$ cat config.mk
export PLATFORM = sky130hd
export DESIGN_NAME = uart_rx_ctrl
export DESIGN_NICKNAME = d
export VERILOG_FILES = /design/src/rtl/uart_rx_ctrl.sv
export SDC_FILE = /design/constraint.sdc
export NUM_CORES = 1
export LEC_CHECK = 0
export BUFFER_PORTS_ARGS = -buffer_cell sky130_fd_sc_hd__buf_2
export CORE_MARGIN = 5
export CORE_UTILIZATION = 46
export DETAILED_ROUTE_END_ITERATION = 10
export GPL_ROUTABILITY_DRIVEN = 0
export PLACE_DENSITY = 0.68
export SYNTH_ARGS = -nofsm -noshare
export SYNTH_HDL_FRONTEND = slang
export SYNTH_SLANG_ARGS = --single-unit
$ cat constraint.sdc
create_clock -name clk -period 2.2 [get_ports clk]
set_input_delay 0.11 -clock clk [delete_from_list [all_inputs] [get_ports clk]]
set_output_delay 0.11 -clock clk [all_outputs]
set_load 0.03 [all_outputs]
$ cat src/rtl/uart_rx_ctrl.sv
// uart_rx_ctrl -- UART receive controller driving an external SIPO register.
//
// Watches the serial line through a two-flop synchronizer. For each accepted
// frame it produces eight one-cycle shift_en pulses at the centre of each data
// bit, then checks the stop bit and captures the SIPO parallel output into
// rx_data with a valid/ready handshake.
//
// Optional feature: define UART_RX_PARITY_EN to expect an even-parity bit
// between the last data bit and the stop bit. Without the macro there is no
// parity state and parity_err is tied low.
//
// Ports:
//   clk          single clock, all logic on posedge
//   reset        synchronous, active-high reset
//   rx           asynchronous serial line, idle high
//   shift_en     one-cycle enable pulse to the SIPO register
//   sample_bit   sampled bit presented to the SIPO serial input
//   sipo_data    SIPO parallel output (LSB = first received bit)
//   rx_data      captured byte
//   rx_valid     rx_data holds an unacknowledged byte
//   rx_ready     consumer acknowledge
//   framing_err  one-cycle pulse: stop bit sampled low
//   parity_err   one-cycle pulse: parity mismatch (parity build only)
//   overrun      sticky flag: a completed byte was dropped
//   busy         high whenever the receiver is not idle
module uart_rx_ctrl #(
  parameter int CLKS_PER_BIT = 434
) (
  input  logic       clk,
  input  logic       reset,
  input  logic       rx,
  output logic       shift_en,
  output logic       sample_bit,
  input  logic [7:0] sipo_data,
  output logic [7:0] rx_data,
  output logic       rx_valid,
  input  logic       rx_ready,
  output logic       framing_err,
  output logic       parity_err,
  output logic       overrun,
  output logic       busy
);

  localparam int CNT_W = $clog2(CLKS_PER_BIT);
  localparam logic [CNT_W-1:0] CNT_LAST = CNT_W'(CLKS_PER_BIT - 1);
  localparam logic [CNT_W-1:0] CNT_HALF = CNT_W'(CLKS_PER_BIT / 2 - 1);
  localparam logic [CNT_W-1:0] CNT_ONE  = CNT_W'(1);

`ifdef UART_RX_PARITY_EN
  typedef enum logic [2:0] {
    ST_IDLE      = 3'd0,
    ST_START     = 3'd1,
    ST_DATA      = 3'd2,
    ST_PARITY    = 3'd3,
    ST_STOP      = 3'd4,
    ST_WAIT_HIGH = 3'd5
  } state_t;

  // Even parity: the received parity bit must equal the XOR of the data bits.
  function automatic logic parity_mismatch(input logic par_acc, input logic par_bit);
    return par_acc ^ par_bit;
  endfunction

  logic par_acc_r, par_acc_nx;
  logic par_bad_r, par_bad_nx;
  logic parity_err_r, parity_err_nx;
`else
  typedef enum logic [2:0] {
    ST_IDLE      = 3'd0,
    ST_START     = 3'd1,
    ST_DATA      = 3'd2,
    ST_STOP      = 3'd4,
    ST_WAIT_HIGH = 3'd5
  } state_t;
`endif

  state_t           state_r, state_nx;
  logic [CNT_W-1:0] cnt_r, cnt_nx;
  logic [2:0]       bit_cnt_r, bit_cnt_nx;
  logic             rx_meta_r, rx_sync_r, rx_s;
  logic             shift_en_r, shift_en_nx;
  logic             sample_bit_r, sample_bit_nx;
  logic             framing_err_r, framing_err_nx;
  logic             load_s;
  logic [7:0]       rx_data_r;
  logic             rx_valid_r, overrun_r, busy_r;

  assign rx_s = rx_sync_r;

  // Two-flop synchronizer; idles high so reset cannot fake a start bit.
  always_ff @(posedge clk) begin
    if (reset) begin
      rx_meta_r <= 1'b1;
      rx_sync_r <= 1'b1;
    end else begin
      rx_meta_r <= rx;
      rx_sync_r <= rx_meta_r;
    end
  end

  // Next-state, counter and next-output logic.
  always_comb begin
    state_nx       = state_r;
    cnt_nx         = cnt_r + CNT_ONE;
    bit_cnt_nx     = bit_cnt_r;
    shift_en_nx    = 1'b0;
    sample_bit_nx  = sample_bit_r;
    framing_err_nx = 1'b0;
    load_s         = 1'b0;
`ifdef UART_RX_PARITY_EN
    par_acc_nx     = par_acc_r;
    par_bad_nx     = par_bad_r;
    parity_err_nx  = 1'b0;
`endif
    case (state_r)
      ST_IDLE: begin
        cnt_nx = '0;
        if (!rx_s) begin
          state_nx   = ST_START;
          bit_cnt_nx = 3'd0;
`ifdef UART_RX_PARITY_EN
          par_acc_nx = 1'b0;
          par_bad_nx = 1'b0;
`endif
        end else begin
          state_nx = ST_IDLE;
        end
      end
      ST_START: begin
        // Re-check the line half a bit in; a high level means a glitch.
        if (cnt_r == CNT_HALF) begin
          if (!rx_s) begin
            state_nx = ST_DATA;
          end else begin
            state_nx = ST_IDLE;
          end
        end else begin
          state_nx = ST_START;
        end
      end
      ST_DATA: begin
        if (cnt_r == CNT_LAST) begin
          cnt_nx        = '0;
          shift_en_nx   = 1'b1;
          sample_bit_nx = rx_s;
`ifdef UART_RX_PARITY_EN
          par_acc_nx    = par_acc_r ^ rx_s;
`endif
          if (bit_cnt_r == 3'd7) begin
`ifdef UART_RX_PARITY_EN
            state_nx = ST_PARITY;
`else
            state_nx = ST_STOP;
`endif
          end else begin
            bit_cnt_nx = bit_cnt_r + 3'd1;
          end
        end else begin
          state_nx = ST_DATA;
        end
      end
`ifdef UART_RX_PARITY_EN
      ST_PARITY: begin
        if (cnt_r == CNT_LAST) begin
          parity_err_nx = parity_mismatch(par_acc_r, rx_s);
          par_bad_nx    = parity_mismatch(par_acc_r, rx_s);
          state_nx      = ST_STOP;
        end else begin
          state_nx = ST_PARITY;
        end
      end
`endif
      ST_STOP: begin
        if (cnt_r == CNT_LAST) begin
          if (rx_s) begin
            state_nx = ST_IDLE;
`ifdef UART_RX_PARITY_EN
            load_s   = !par_bad_r;
`else
            load_s   = 1'b1;
`endif
          end else begin
            framing_err_nx = 1'b1;
            state_nx       = ST_WAIT_HIGH;
          end
        end else begin
          state_nx = ST_STOP;
        end
      end
      ST_WAIT_HIGH: begin
        cnt_nx = '0;
        if (rx_s) begin
          state_nx = ST_IDLE;
        end else begin
          state_nx = ST_WAIT_HIGH;
        end
      end
      default: begin
        state_nx = ST_IDLE;
        cnt_nx   = '0;
      end
    endcase
    // Every state starts timing its bit period from zero.
    cnt_nx = (state_nx != state_r) ? '0 : cnt_nx;
  end

  // State, counters and registered outputs.
  always_ff @(posedge clk) begin
    if (reset) begin
      state_r       <= ST_IDLE;
      cnt_r         <= '0;
      bit_cnt_r     <= 3'd0;
      shift_en_r    <= 1'b0;
      sample_bit_r  <= 1'b0;
      framing_err_r <= 1'b0;
      rx_data_r     <= 8'h00;
      rx_valid_r    <= 1'b0;
      overrun_r     <= 1'b0;
      busy_r        <= 1'b0;
`ifdef UART_RX_PARITY_EN
      par_acc_r     <= 1'b0;
      par_bad_r     <= 1'b0;
      parity_err_r  <= 1'b0;
`endif
    end else begin
      state_r       <= state_nx;
      cnt_r         <= cnt_nx;
      bit_cnt_r     <= bit_cnt_nx;
      shift_en_r    <= shift_en_nx;
      sample_bit_r  <= sample_bit_nx;
      framing_err_r <= framing_err_nx;
      busy_r        <= (state_nx != ST_IDLE);
`ifdef UART_RX_PARITY_EN
      par_acc_r     <= par_acc_nx;
      par_bad_r     <= par_bad_nx;
      parity_err_r  <= parity_err_nx;
`endif
      // An acknowledge in the completion cycle frees the slot for the new byte.
      if (load_s) begin
        if (rx_valid_r && !rx_ready) begin
          overrun_r <= 1'b1;
        end else begin
          rx_data_r  <= sipo_data;
          rx_valid_r <= 1'b1;
        end
      end else if (rx_valid_r && rx_ready) begin
        rx_valid_r <= 1'b0;
      end else begin
        rx_valid_r <= rx_valid_r;
      end
    end
  end

  assign shift_en    = shift_en_r;
  assign sample_bit  = sample_bit_r;
  assign framing_err = framing_err_r;
  assign rx_data     = rx_data_r;
  assign rx_valid    = rx_valid_r;
  assign overrun     = overrun_r;
  assign busy        = busy_r;
`ifdef UART_RX_PARITY_EN
  assign parity_err  = parity_err_r;
`else
  assign parity_err  = 1'b0;
`endif

endmodule

==> results of run 1 <==
[cells in the final DEF (no fill, tap or decap), types with 2 or more instances in the layout]
cell type,Yosys,routed
a21oi_1,5,5
a31oi_1,3,3
a32o_2,2,2
buf_2,1,25
clkbuf_4,0,5
dfxtp_1,31,31
dlygate4sd3_1,0,2
ha_1,5,5
inv_1,8,8
mux2i_1,8,8
nand2_1,8,8
nand2b_1,3,3
nand3_1,3,3
nor2_1,13,13
nor3_1,15,15
o21ai_0,3,3
or2_2,3,3
xnor2_1,5,5
xor2_1,3,3
[metrics by stage]
step | hold WS [ps] | cell area, um^2 | power [W] | util (%)
after global placement | 294 | 1550 | 0.000623 | 51.6
after floorplan | 214 | 1430 | 0.000609 | -
after global routing | 1.23 | 1660 | 0.00112 | 55.2
final | 6.00 | 1660 | 0.00108 | 55.2
after CTS | 3.10 | 1650 | 0.00109 | 54.8
after detailed placement | 295 | 1550 | 0.000625 | 51.6
[critical path, delay by kind of cell, from the launching register on]
family          cells  cell delay [ps]
compound gates      2              620
fa+ha+maj           1              170
flops               1              400
simple gates        2              410
[where the power goes]
part           leakage, nW  internal (W)  total [W]  switching [W]
logic                0.486     0.0000197  0.0000445      0.0000248
registers            0.250      0.000565   0.000570     0.00000532
clock network       0.0482      0.000269   0.000462       0.000193
[cell type report]
type	instances	area, um^2	share of cell area [%]
clock inverter	2	35.0	2.11
inverter	8	30.0	1.81
sequential	31	621	37.5
clock buffer	6	51.3	3.10
tap	33	41.3	2.49
multi-input combinational	103	733	44.3
timing repair buffer	27	145	8.76
[state kept, by name (all words and copies together), names as in the netlist]
name,count
framing_err,1
overrun,1
bit_cnt_r,3
busy,1
sample_bit,1
rx_valid,1
rx_data,8
rx_meta_r,1
shift_en,1
rx_s,1
state_r,3
cnt_r,9
[logic make-up after synthesis]
logic type	Yosys count	synth area share (%)
muxes	8	5.61
adders and majority gates	5	4.39
AOI/OAI and AO/OA	22	11.5
other	1	0.263
xor gates and xnor gates	8	4.91
buffers and inverters	15	5.09
DFF	31	43.5
and+or+nand+nor	59	24.7
[worst max path at each step]
stage          startpoint            to  slack, ps  cells past startpoint
3_3_place_gp     cnt_r[0]  bit_cnt_r[2]        540                      5
2_1_floorplan    cnt_r[0]  bit_cnt_r[1]        620                      5
3_5_place_dp     cnt_r[0]  bit_cnt_r[1]        490                      5
5_1_grt          cnt_r[0]      cnt_r[2]        310                      6
6_report         cnt_r[0]  bit_cnt_r[1]        490                      5
4_1_cts          cnt_r[0]  bit_cnt_r[1]        470                      5
[what timing repair did]
item                                    4_1_cts  5_1_grt
endpoints found under the setup margin        0        0
hold buffers                                  1        1
endpoints found under the hold margin         1        1
[per-layer routing]
| metal | routed length (um) | global-route usage [%] | share of wire (%) | vias up |
|---|---|---|---|---|
| li1 | - | - | - | 580 |
| met1 | 1250 | 17.3 | 45 | 531 |
| met2 | 1350 | 24.5 | 49 | 34 |
| met3 | 139 | 4.62 | 5.0 | 6 |
| met4 | 43 | 5.70 | 1.5 | 0 |
| met5 | 0 | 0 | 0 | - |
==> metrics.txt, run 1 <==
status complete, no violations; top_reg_cell synth dfxtp_1; fmax 586 MHz; top-count cell post-synth dfxtp_1; final hold violation count 0; hold depth 3; ratio of cells with drive above 1 in the final layout between 20% and 30%; Setup violations, final 0; Total GRT Usage 14.7%; Post-Syn Instances ~150; H-Tree Depth 2; dominant cell type by area after synthesis dfxtp_1; Syn Area/Cell about 9.6 um^2; vias in the first global route approximately 1.1k; Synth Net Count 166; clock sink total 31; clock skew between 15 and 20 ps; worst r2r dst bit_cnt_r[1]; Core Footprint about 3000 um^2; Worst Hold End rx_data[6]; Starting Density 47.5%; synthesis-to-finish area growth 16.1%; Post-Syn Area ~1400 um^2; critical path type flip-flop to flip-flop; Clock Tree Buf Depth 2; placed insts 200; crit end category flip-flop; area fraction of the dominant cell type after synthesis around 44%; setup TNS 0 ps; post-cts sizing count 0; Rows 20; crit start category flip-flop; CTS tree yes; Routed Antenna Nets 0; drt first pass iters 4; worst r2r src cnt_r[0]; synth cell count leaders dfxtp_1, nor3_1, nor2_1; wire per inst 13.3 um; 1st-iter DRT viols 67; WL final 2790 um; drt drc 0; fill count ~290; root buf cell clkbuf_4; Netlist cell types 44; worst reg2reg path depth 5; Reg clk slew, reported paths approximately 100 ps; Post-CTS Setup Inserts 0; pre-CTS setup slack 488 ps; sequential fraction of the synthesis area between 40% and 50%; top cells by area, synth dfxtp_1, mux2i_1, nor3_1, ha_1, nor2_1; Worst VDD drop 306 uV; period utilization between 70% and 80%; largest net degree at the start of global routing 22; CP Cell Sequence ha_1 -> and4bb_4 -> nand4b_4 -> a211o_1 -> a32o_2; final setup margin between 400 and 500 ps; RSZ-0062 raised after global routing no; Critical Path RT 2430 ps; via count between 1k and 1.5k; height of the die 65.7 um; P per Cell Area 650 nW/um^2; Ys Warns 0; min-delay src sipo_data[6]; FF-to-FF setup slack 490 ps; DP HPWL roughly 2100 um; WP data arrival 1940 ps; ant diodes 0; worst hold path class input pin to flip-flop; slowest stage delay, CP about 400 ps; EDFF count, synth 0; vias per cell approximately 5.5; non-filler cells, final 210; flops & latches, synth 31; Ports 27; Die Wd about 66 um; Worst Path Max Fanout 6; first-pass GRT wire length around 5000 um; Post-synth ARST share 0%; Slowest cell on crit path dfxtp_1; latest clock arrival within the worst-skew pair 330 ps; port buffer count 25; CTS Buf Count 5; initial antenna violation count 0; P_leak roughly 0.78 nW; Die ar. 4310 um^2; GR Overflow Total 0; Final nets 193; Final Max Tran Viols 0; number of max-cap violations 0; Final min period about 1700 ps
Power figures use the tool's default switching activity.
==> run 2, diff against run 1 <==
==> constraint.sdc (replaced) <==
create_clock -name clk -period 1.6 [get_ports clk]
set_input_delay 0.08 -clock clk [delete_from_list [all_inputs] [get_ports clk]]
set_output_delay 0.08 -clock clk [all_outputs]
set_load 0.03 [all_outputs]
==> run 2 against run 1 <==
  * Hold slack improved by 77 ps
  * Sequential share of layout area shrank 5.5 points
  * Core utilization rose by 10 points
  * Highest routed layer unchanged
==> metrics.txt, run 2 (synthesized netlist as in run 1, its figures left out) <==
Ports 27; Setup violations, final 0; Top reg by flops cnt_r; Reg clk slew, reported paths ~90 ps; non-filler cells, final 235; FF-to-FF setup slack between 8 and 9 ps; Final min period between 1500 and 2000 ps; Final Util between 60% and 70%; ant diodes 0; Die ar. around 4300 um^2; placed insts 215; CP endpoint cnt_r[5]; height of the die 65.7 um; Register Area between 600 and 700 um^2; vias in the first global route about 1.2k; final instance area around 2000 um^2; vias per cell between 5 and 6; met1 Use GR ~19%; 1st-iter DRT viols 148; DP HPWL ~2200 um; largest net degree at the start of global routing 22; fill count 234; root buf cell clkbuf_4; port buffer count 25; Die Wd 65.7 um; H-Tree Depth 2; crit end category flip-flop; clock skew about 8.4 ps; Critical Path Source cnt_r[0]; critical path type flip-flop to flip-flop; clock sink total 31; initial antenna violation count 0; Clock Tree Buf Depth 2; GR Layer Usage met3 4.79%; P per Cell Area ~740 nW/um^2; GRT Max-Usage Layer met2; worst reg2reg path depth 7; worst r2r dst cnt_r[5]; final hold violation count 0; Starting Density 47.5%; crit start category flip-flop; number of max-cap violations 0; worst r2r src cnt_r[0]; WP data arrival ~1800 ps; Routed Antenna Nets 0; GR Overflow Total 0; via count ~1.3k; worst hold path class input pin to flip-flop; wire per inst between 10 and 15 um; CTS Buf Count 5; Final nets between 200 and 250; synthesis-to-finish area growth 37.1%; WL final about 3400 um; CTS tree yes; status complete, no violations; Critical Path RT between 1500 and 2000 ps; Total GRT Usage between 10% and 20%; Core Footprint 3000 um^2; Worst Path Max Fanout 5; met2 Use GR 29.2%; multi-input logic area 817 um^2; P_leak ~0.9 nW; Worst VDD drop between 500 and 600 uV; period utilization about 99%; fmax 628 MHz; commonest non-fill, non-tap cell in the layout dfxtp_1; Largest register FFs 9; drt first pass iters 5; drt drc 0; RSZ-0062 raised after global routing yes; dpl cell area between 1500 and 2000 um^2; first-pass GRT wire length roughly 5600 um; ratio of cells with drive above 1 in the final layout 38.1%; most frequent cells in the layout dfxtp_1, buf_2, nor3_1, buf_4, nor2_1; Final Max Tran Viols 0; Rows 20; latest clock arrival within the worst-skew pair approximately 330 ps; hold slack 83.3 ps
[run 2: cell types whose count changed in the layout (fill, tap and decap cells not counted), sizes merged]
| cell | delta |
|---|---|
| buf | +18 |
| clkinv | -1 |
| dlygate4sd3 | +7 |
| o211ai | +1 |
[run 2: report_power, final]
part | switching [W] | total (W) | internal, W
Combinational | 0.0000466 | 0.0000923 | 0.0000457
Sequential | 0.00000441 | 0.000781 | 0.000777
Clock | 0.000252 | 0.000574 | 0.000322
Total | 0.000303 | 0.00145 | 0.00114
[run 2: timing repair]
action                                 in CTS  in global routing
buffers inserted                            1                  1
pin swaps                                   4                  7
setup endpoints to repair                  12                 14
endpoints found under the hold margin       9                  0
cloned                                      1                  1
gates resized for setup                     7                 15
hold buffers                                9                  0
[run 2: final cells by class]
type	instances	area share (%)
clock buffer	6	2.11
clock inverter	1	1.54
inverter	8	1.54
multi-input combinational	104	41.8
sequential	31	32.0
tap	33	2.11
timing repair buffer	52	18.9
[run 2: worst min path at each step]
| stage | start | cells after the start | endpoint | slack (ps) |
|---|---|---|---|---|
| after floorplan | rx | 1 | rx_meta_r | 180 |
| after global placement | rx | 2 | rx_meta_r | 260 |
| after detailed placement | rx | 2 | rx_meta_r | 270 |
| after CTS | rx_ready | 3 | rx_valid | 60 |
| after global routing | rx_ready | 3 | rx_valid | 130 |
| final | rx_ready | 4 | overrun | 80 |
[run 2: metal layers]
| metal | up-vias | wire length (um) |
|---|---|---|
| met3 | 6 | 212 |
| met5 | - | 0 |
| met4 | 0 | 52 |
| met2 | 47 | 1760 |
| met1 | 611 | 1400 |
| li1 | 633 | - |
[run 2: worst max-delay path, cell delays in order (launching register included)]
cell	delay (ps)
dfxtp_2	380
inv_1	50
ha_1	190
nor4b_4	140
and4_1	200
o21bai_4	190
buf_6	140
nor3_1	210
[run 2: through the flow]
step                power [W]  worst slack [ps]  setup TNS, ps
finish                0.00145              8.71              0
detailed placement   0.000861             -52.5           -122
global placement     0.000859              19.8              0
floorplan            0.000838              15.2              0
global route          0.00151             -68.6           -192
CTS                   0.00145              12.7              0
==> run 3, diff against run 2 <==
--- a/config.mk
+++ b/config.mk
@@ -6,11 +6,13 @@
 export NUM_CORES = 1
 export LEC_CHECK = 0
 export BUFFER_PORTS_ARGS = -buffer_cell sky130_fd_sc_hd__buf_2
+export CORE_ASPECT_RATIO = 1.5
 export CORE_MARGIN = 5
 export CORE_UTILIZATION = 46
 export DETAILED_ROUTE_END_ITERATION = 10
 export GPL_ROUTABILITY_DRIVEN = 0
 export PLACE_DENSITY = 0.68
+export SETUP_SLACK_MARGIN = 0.4
 export SYNTH_ARGS = -nofsm -noshare
 export SYNTH_HDL_FRONTEND = slang
 export SYNTH_SLANG_ARGS = --single-unit
==> run 3 against run 2 <==
  * The run now ends with negative setup slack left
  * Core utilization increased by 5.1 points
  * Sequential power is essentially flat
  * Power grew 11%
  * Clock power up 29%
  * Worst setup slack worse by 46 ps
  * Die area rose by 0.53%
  * Critical path type unchanged
  * Largest power group unchanged
==> metrics.txt, run 3 (synthesized netlist as in run 1, its figures left out) <==
via count ~1.3k; worst hold path class input pin to flip-flop; Core Footprint a little under 3000 um^2; failing checks negative setup slack; root buf cell clkbuf_8; initial antenna violation count 0; Register Area about 630 um^2; clock sink total 31; ant diodes 0; P per Cell Area around 780 nW/um^2; Setup violations, final 6; 1st-iter DRT viols 32; crit end category flip-flop; fmax ~610 MHz; most frequent cells in the layout buf_2, dfxtp_1, buf_4, nor2_1, nor3_1; vias per cell roughly 5.6; Routed Antenna Nets 0; status finished with violations; period utilization 102%; height of the die about 78 um; fill count roughly 230; FF-to-FF setup slack -40 ps; worst r2r dst cnt_r[6]; final hold violation count 0; Final nets about 210; Total GRT Usage between 10% and 20%; ratio of cells with drive above 1 in the final layout between 40% and 50%; H-Tree Depth 2; number of max-cap violations 0; port buffer count 25; Reg clk slew, reported paths ~60 ps; vias in the first global route around 1.2k; met3 wire length ~190 um; Post-Route M1 WL 1480 um; largest net degree at the start of global routing 22; Worst VDD drop between 600 and 700 uV; Die ar. approximately 4300 um^2; Worst Path Max Fanout 5; drt first pass iters 4; Critical Path RT 1760 ps; Largest register FFs 9; pre-CTS setup slack -19.9 ps; DP HPWL between 2000 and 2500 um; wire per inst roughly 17 um; P_leak approximately 0.94 nW; final setup margin -37.0 ps; hold depth 3; GR Overflow Total 0; Final Max Tran Viols 0; Worst Hold End rx_data[7]; Rows 24; CTS tree yes; worst reg2reg path depth 7; first-pass GRT wire length about 5700 um; WL final roughly 4000 um; Top reg by flops cnt_r; hold slack around 26 ps; Starting Density about half; synthesis-to-finish area growth 44.9%; Die Wd about 55 um; RSZ-0062 raised after global routing yes; CTS Buf Count 5; Ports 27; clock skew approximately 6.5 ps; latest clock arrival within the worst-skew pair 290 ps; commonest non-fill, non-tap cell in the layout buf_2; WP data arrival 1790 ps; Final min period about 1600 ps; worst r2r src cnt_r[1]; Final Util around 70%; crit start category flip-flop; multi-input logic area 943 um^2; drt drc 0; critical path type flip-flop to flip-flop; min-delay src sipo_data[7]; Clock Tree Buf Depth 2; Max Used Layer met4; DR WL met2 about 2200 um
## run 3: worst max-delay path by stage
| stage | startpoint | to | slack (ps) | depth (start not counted) |
|---|---|---|---|---|
| after floorplan | cnt_r[1] | bit_cnt_r[1] | 100 | 6 |
| after global placement | cnt_r[4] | busy | 20 | 4 |
| after detailed placement | cnt_r[4] | rx_data[4] | -20 | 4 |
| after CTS | cnt_r[1] | bit_cnt_r[1] | 30 | 6 |
| after global routing | cnt_r[1] | cnt_r[6] | -70 | 7 |
| final | cnt_r[1] | cnt_r[6] | -40 | 7 |
## run 3: metrics by stage
| stage | setup TNS, ps | instance area (um^2) | total power [W] | cells |
|---|---|---|---|---|
| 6_report | -155 | 2070 | 0.00161 | 236 |
| 2_1_floorplan | 0 | 1450 | 0.000838 | 149 |
| 3_3_place_gp | 0 | 1620 | 0.000857 | 212 |
| 3_5_place_dp | -63.1 | 1620 | 0.000859 | 212 |
| 4_1_cts | 0 | 1850 | 0.00160 | 226 |
| 5_1_grt | -555 | 2070 | 0.00167 | 236 |
## run 3: timing repair
item,CTS,global route
setup endpoints to repair,29,29
cloned,1,1
gates resized for setup,14,28
hold buffers,1,0
setup buffers,4,9
hold endpoints to repair,1,0
pin swaps,4,11
## run 3: critical path, cell delays in order (launching register included)
cell and delay, ps:
dfxtp_2 330, inv_4 60, ha_4 110, and4bb_4 320, buf_4 150, a21oi_4 60
o211ai_1 390, nor3_1 80
## run 3: layer usage
layer | track usage (%) | vias up
met5 | 0 | -
met1 | 17.6 | 645
met2 | 29.3 | 51
met3 | 5.42 | 10
li1 | - | 620
met4 | 8.03 | 0
## run 3: area by class of cell
type / count / area share [%]
Clock buffer: 7 / 5.21
Sequential cell: 31 / 30.6
Inverter: 8 / 1.57
Tap cell: 39 / 2.36
Multi-Input combinational cell: 105 / 45.6
Timing Repair Buffer: 45 / 14.4
Clock inverter: 1 / 0.242
## run 3: report_power, final
group          internal [W]  total [W]  switching (W)
clock network      0.000440   0.000741       0.000301
registers          0.000777   0.000784     0.00000754
logic             0.0000345  0.0000804      0.0000459
total               0.00125    0.00161       0.000354
